## src/rtl/cla_arbiter.sv

```systemverilog
// Round-robin arbiter sharing one 32-bit carry-lookahead adder; request-to-response latency 2 cycles.
// rsp_ready low stalls stage 2, then stage 1, then req_ready; CLA_ARB_OVF_EN adds the registered rsp_ovf port.
module cla_arbiter #(
   parameter int NUM_REQ = 4,
   parameter int ID_W    = $clog2(NUM_REQ)
) (
   input  logic                   clk,
   input  logic                   rst_n,
   input  logic [NUM_REQ-1:0]     req_valid,
   output logic [NUM_REQ-1:0]     req_ready,
   input  logic [32*NUM_REQ-1:0]  req_a,
   input  logic [32*NUM_REQ-1:0]  req_b,
   input  logic [NUM_REQ-1:0]     req_cin,
   output logic                   rsp_valid,
   input  logic                   rsp_ready,
   output logic [ID_W-1:0]        rsp_id,
   output logic [31:0]            rsp_sum,
   output logic                   rsp_cout
`ifdef CLA_ARB_OVF_EN
   ,
   output logic                   rsp_ovf
`endif
);

   typedef struct packed {
      logic [31:0]     a;
      logic [31:0]     b;
      logic            cin;
      logic [ID_W-1:0] id;
   } op_t;

   typedef struct packed {
      logic [31:0]     sum;
      logic            cout;
`ifdef CLA_ARB_OVF_EN
      logic            ovf;
`endif
      logic [ID_W-1:0] id;
   } res_t;

   // Carries into bits 0..3 of a 4-wide lookahead block.
   function automatic logic [3:0] carries4(input logic [3:0] g, input logic [3:0] p, input logic ci);
      logic [3:0] c;
      c[0] = ci;
      c[1] = g[0] | (p[0] & ci);
      c[2] = g[1] | (p[1] & g[0]) | (p[1] & p[0] & ci);
      c[3] = g[2] | (p[2] & g[1]) | (p[2] & p[1] & g[0]) | (p[2] & p[1] & p[0] & ci);
      return c;
   endfunction

   function automatic logic [1:0] gen_prop4(input logic [3:0] g, input logic [3:0] p);
      logic gg;
      gg = g[3] | (p[3] & g[2]) | (p[3] & p[2] & g[1]) | (p[3] & p[2] & p[1] & g[0]);
      return {gg, &p};
   endfunction

   op_t               op_q, op_d;
   logic              op_vld_q, op_vld_d;
   res_t              res_q, res_d;
   logic              res_vld_q, res_vld_d;
   logic [ID_W-1:0]   last_q, last_d;

   logic              adv2;
   logic              accept;
   logic              hs;
   logic              rsp_hs;
   logic              grant_vld;
   logic [ID_W-1:0]   grant_idx;
   logic [ID_W-1:0]   cand;
   logic [NUM_REQ-1:0] grant_oh;
   logic [31:0]       sel_a;
   logic [31:0]       sel_b;
   logic              sel_cin;

   logic [31:0]       bit_g, bit_p, bit_c;
   logic [7:0]        grp_g, grp_p, grp_c;
   logic [1:0]        sup_g, sup_p, sup_c;
   logic [31:0]       cla_sum;
   logic              cla_cout;

   // Search starts one past the last winner so every requester gets a turn.
   always_comb begin
      grant_vld = 1'b0;
      grant_idx = '0;
      cand      = '0;
      grant_oh  = '0;
      for (int k = 1; k <= NUM_REQ; k++) begin
         cand = ID_W'((int'(last_q) + k) % NUM_REQ);
         if (!grant_vld && req_valid[cand]) begin
            grant_vld = 1'b1;
            grant_idx = cand;
         end
      end
      if (grant_vld) begin
         grant_oh[grant_idx] = 1'b1;
      end
   end

   always_comb begin
      sel_a   = '0;
      sel_b   = '0;
      sel_cin = 1'b0;
      for (int i = 0; i < NUM_REQ; i++) begin
         if (grant_idx == ID_W'(i)) begin
            sel_a   = req_a[32*i +: 32];
            sel_b   = req_b[32*i +: 32];
            sel_cin = req_cin[i];
         end
      end
   end

   assign adv2      = op_vld_q && (!res_vld_q || rsp_ready);
   assign accept    = !op_vld_q || adv2;
   assign req_ready = (accept && rst_n) ? grant_oh : '0;
   assign hs        = |(req_valid & req_ready);
   assign rsp_hs    = res_vld_q && rsp_ready;

   // Two-level lookahead: 4-bit groups, then two super-groups of four groups.
   always_comb begin
      bit_g = op_q.a & op_q.b;
      bit_p = op_q.a ^ op_q.b;
      bit_c = '0;
      grp_g = '0;
      grp_p = '0;
      grp_c = '0;
      sup_g = '0;
      sup_p = '0;
      sup_c = '0;
      for (int j = 0; j < 8; j++) begin
         {grp_g[j], grp_p[j]} = gen_prop4(bit_g[4*j +: 4], bit_p[4*j +: 4]);
      end
      for (int s = 0; s < 2; s++) begin
         {sup_g[s], sup_p[s]} = gen_prop4(grp_g[4*s +: 4], grp_p[4*s +: 4]);
      end
      sup_c[0] = op_q.cin;
      sup_c[1] = sup_g[0] | (sup_p[0] & op_q.cin);
      cla_cout = sup_g[1] | (sup_p[1] & sup_c[1]);
      for (int s = 0; s < 2; s++) begin
         grp_c[4*s +: 4] = carries4(grp_g[4*s +: 4], grp_p[4*s +: 4], sup_c[s]);
      end
      for (int j = 0; j < 8; j++) begin
         bit_c[4*j +: 4] = carries4(bit_g[4*j +: 4], bit_p[4*j +: 4], grp_c[j]);
      end
      cla_sum = bit_p ^ bit_c;
   end

   always_comb begin
      op_vld_d  = op_vld_q;
      op_d      = op_q;
      res_vld_d = res_vld_q;
      res_d     = res_q;
      last_d    = last_q;

      if (accept) begin
         op_vld_d = hs;
         if (hs) begin
            op_d.a   = sel_a;
            op_d.b   = sel_b;
            op_d.cin = sel_cin;
            op_d.id  = grant_idx;
         end
      end

      if (hs) begin
         last_d = grant_idx;
      end

      if (adv2) begin
         res_vld_d  = 1'b1;
         res_d.sum  = cla_sum;
         res_d.cout = cla_cout;
         res_d.id   = op_q.id;
`ifdef CLA_ARB_OVF_EN
         res_d.ovf  = (op_q.a[31] == op_q.b[31]) && (cla_sum[31] != op_q.a[31]);
`endif
      end else if (rsp_hs) begin
         res_vld_d = 1'b0;
      end
   end

   always_ff @(posedge clk or negedge rst_n) begin
      if (!rst_n) begin
         op_vld_q  <= 1'b0;
         op_q      <= '0;
         res_vld_q <= 1'b0;
         res_q     <= '0;
         last_q    <= ID_W'(NUM_REQ - 1);
      end else begin
         op_vld_q  <= op_vld_d;
         op_q      <= op_d;
         res_vld_q <= res_vld_d;
         res_q     <= res_d;
         last_q    <= last_d;
      end
   end

   assign rsp_valid = res_vld_q;
   assign rsp_id    = res_q.id;
   assign rsp_sum   = res_q.sum;
   assign rsp_cout  = res_q.cout;
`ifdef CLA_ARB_OVF_EN
   assign rsp_ovf   = res_q.ovf;
`endif

endmodule

```

## config.mk

```make
export PLATFORM = sky130hd
export DESIGN_NAME = cla_arbiter
export DESIGN_NICKNAME = d
export VERILOG_FILES = /design/src/rtl/cla_arbiter.sv
export SDC_FILE = /design/constraint.sdc
export NUM_CORES = 1
export LEC_CHECK = 0
export BUFFER_PORTS_ARGS = -buffer_cell sky130_fd_sc_hd__buf_2
export CAP_MARGIN = 20
export CORE_AREA = 2 2 134 136
export DETAILED_ROUTE_END_ITERATION = 12
export DIE_AREA = 0 0 136 138
export GPL_TIMING_DRIVEN = 0
export MAX_ROUTING_LAYER = met4
export PLACE_DENSITY = 0.72
export SLEW_MARGIN = 20
export SYNTH_ARGS = -nofsm -noshare
export SYNTH_HDL_FRONTEND = slang
export SYNTH_SLANG_ARGS = --single-unit
```

## constraint.sdc

```tcl
create_clock -name clk -period 5.8 [get_ports clk]
set_input_delay 1.45 -clock clk [delete_from_list [all_inputs] [get_ports clk]]
set_output_delay 1.45 -clock clk [all_outputs]
set_load 0.03 [all_outputs]
```

==> results.toml <==
[yosys]
synth_area_mm2 = 0.00734
synth_edf_count = 0
ys_async_sr_fraction = 1.00
synth_cell_type_count = 51
ys_ff_latch = 106
yosys_warnings = 0
synthCells = 1043
synth_ff_type = "dfrtp_1"
ys_seq_area_frac = 0.362
syn_nets = 1350
postSynthAreaPerCell_um2 = 7.03

[power_and_ir_drop]
intPower_mw = 2.17
switching_share = 0.474
clockPowerShare = 0.151
p_total_mw = 4.12
power_density_mw_per_mm2 = 434
p_comb_frac = 0.558
p_seq_frac = 0.291
p_sw_mw = 1.95
leakagePower_nw = 4.88
ir_drop_mv = 0.235

[die]
die_area_mm2 = 0.0188
io-pin-count = 307
rows = 49
core-area_mm2 = 0.0175
die_h_um = 138
start_util = 0.418
die-width_um = 136

[layout]
fin_nets = 1669
syn_to_final_growth_pct = 29.4
utilization = 0.541
drive_gt1_frac = 0.255
regArea_mm2 = 0.00266
fill_cells = 1799
multi_input_area_mm2 = 0.00435

[clocking]
htreeDepth = 3
cts_resized = 0
clock-root-buffer = "clkbuf_16"
cts_buffers = 9
cts_tree = "done"
cts_hold_buf = 0
clock_latency_ns = 0.37
path_clk_slew_ns = 0.07
cts_setup_buffers = 0
clock-sinks = 106
cts.path.max_buffers = 2

[worst_setup_path]
crit_family = "buffers and inverters"
start_kind = "input pin"
slowest_stage = "buf_16"
slowest_delay_ns = 0.37
critPathCaptureType = "output pin"
r2r_cells = 9
worst-setup-path-type = "in -> out"
path_cells = "buf_6 > buf_16 > o41ai_1 > nand2b_1 > clkbuf_1 > clkbuf_1 > nor3b_1 > buf_2"
crit_top_cell = "clkbuf_1"
rr_endpoint = "op_q[49]"
critPathMaxFanout = 80
reg2reg_slack_ns = 2.60
path_buf_inv = 5
worstPathRequired_ns = 4.35
worstPathArrival_ns = 3.79
reg2reg_from = "last_q[1]"
worstSetupStartpoint = "rst_n"

[sta]
rsz0062_at_grt = "false"
slew_violations = 0
setup_viol = 0
hold_ws_ns = 0.474
slew_headroom = 0.301
min_period_over_period = 0.903
fmax_mhz = 191
hold_viol = 0
tightest_slew_ns = 1.05
final.min_clock_period_ns = 5.24
fin_skew_ns = 0.00834
setup_ws_ns = 0.564

[min_path]
holdPathEnd = "rsp_sum[24]"
min-delay-start = "rsp_sum[24]"
hold_class = "reg -> reg"
holdPathStages = 2

[global_route]
grt_pass1_vias = 8092
overflow = 0
track_usage = 0.309
grt_start_max_net_pins = 81
antenna_found_initial = 2
grt_pass1_wl_um = 43400

[drt]
drcViolationCount = 0
initialDrtViolationCount = 566
via_count = 8519
drt_first_pass_iters = 6
wl_per_cell_um = 17.7
drt-total-wl_um = 28300
avgViaCountPerCell = 5.33
final_antenna_net_count = 0

[place]
pre_cts_slack_ns = 0.579
routabilityCongestion = 0.973
io_buffer_count = 306
dpl.hpwl_um = 22600

[outcome]
status = "finished clean"

[flow_run]
drv_cap = 0
[worst reg2reg max path, stage by stage, from the launching register on]
cell and delay (ns):
dfstp_2 0.51, buf_2 0.16, a31oi_1 0.13, a21oi_1 0.82
clkbuf_1 0.57, buf_2 0.42, nand2_1 0.11, nand3_1 0.08
o21ai_0 0.13, o21ai_0 0.20
[kinds of logic after synthesis]
| kind of cell | after synthesis | synth area share |
|---|---|---|
| AOI/OAI and AO/OA | 226 | 0.181 |
| xor gates and xnor gates | 13 | 0.0155 |
| muxes | 2 | 0.00273 |
| and+or+nand+nor | 572 | 0.317 |
| buffers and inverters | 84 | 0.0455 |
| DFF | 106 | 0.362 |
| adders and majority gates | 40 | 0.0764 |
[synth_stat cells (4+ instances only)]
cell | count | area [µm²]
a31oi_1 | 4 | 25.0
nand2_1 | 259 | 972
nor3b_1 | 7 | 52.6
buf_2 | 15 | 75.1
nand3_1 | 74 | 370
xnor2_1 | 11 | 96.3
o31ai_1 | 4 | 30.0
ha_1 | 32 | 400
inv_1 | 17 | 63.8
buf_1 | 6 | 22.5
a21o_1 | 11 | 82.6
a21oi_1 | 17 | 85.1
dfrtp_1 | 104 | 2600
clkbuf_1 | 46 | 173
nand2b_1 | 5 | 31.3
nor3_1 | 4 | 20.0
o21ai_0 | 159 | 796
nor2_1 | 209 | 785
fa_1 | 8 | 160
[layer usage]
layer,GRT usage,vias to the layer above,routed length (µm)
met1,0.413,3992,12200
met4,0.0916,0,796
met2,0.493,353,13600
met5,-,-,0
li1,-,4118,-
met3,0.0400,56,1820
[placed cells by master, fill, tap and decap left out, types with 5 or more instances in the layout]
cell | Yosys | routed
clkbuf_16 | 0 | 9
xnor2_1 | 11 | 11
ha_1 | 32 | 32
o21ai_0 | 159 | 159
nand2_1 | 259 | 259
nor2_1 | 209 | 209
buf_1 | 6 | 6
fa_1 | 8 | 8
buf_2 | 15 | 320
nand3_1 | 74 | 74
nor3b_1 | 7 | 7
dfrtp_1 | 104 | 104
inv_1 | 17 | 17
clkbuf_1 | 46 | 46
nand2b_1 | 5 | 5
a21o_1 | 11 | 11
a21oi_1 | 17 | 17
[worst max path at each step]
| stage | slack (ns) | to | cells after the start |
|---|---|---|---|
| after floorplan | 1.33 | req_ready[3] | 7 |
| after global placement | -0.93 | req_ready[1] | 7 |
| after detailed placement | 0.58 | req_ready[1] | 8 |
| after CTS | 0.57 | req_ready[1] | 8 |
| after global routing | 0.33 | req_ready[3] | 8 |
| final | 0.56 | req_ready[1] | 8 |
[final cells by class]
cell class              count  share of cell area
clock buffers              10              0.0252
diodes                      2            0.000527
inverters                  17             0.00672
plain buffers              67              0.0285
clock inverters             5             0.00567
flip-flops and latches    106               0.280
well taps                 229              0.0302
repair buffers            308               0.166
multi-input cells         853               0.458
[power by group through the flow]
| stage | sequential (mW) | clock (mW) | combinational [mW] |
|---|---|---|---|
| after floorplan | 1.39 | 0 | 1.30 |
| after global placement | 1.20 | 0 | 2.23 |
| after detailed placement | 1.21 | 0 | 2.27 |
| after CTS | 1.20 | 0.626 | 2.28 |
| after global routing | 1.23 | 0.658 | 2.53 |
| final | 1.20 | 0.624 | 2.30 |
[per-stage QoR]
step           area (µm²)  cells  setup TNS [ns]
3_5_place_dp         9200   1580               0
4_1_cts              9490   1595               0
3_3_place_gp         9150   1578           -3.44
5_1_grt              9490   1597               0
6_report             9490   1597               0
2_1_floorplan        7340   1043               0
[sequential cells by signal, summed over array words and instances, names as in the netlist]
register   count
bit_c          1
last_q         2
op_q          66
op_vld_q       1
rsp_cout       1
rsp_id         2
rsp_sum       32
rsp_valid      1
Power figures use the tool's default switching activity.
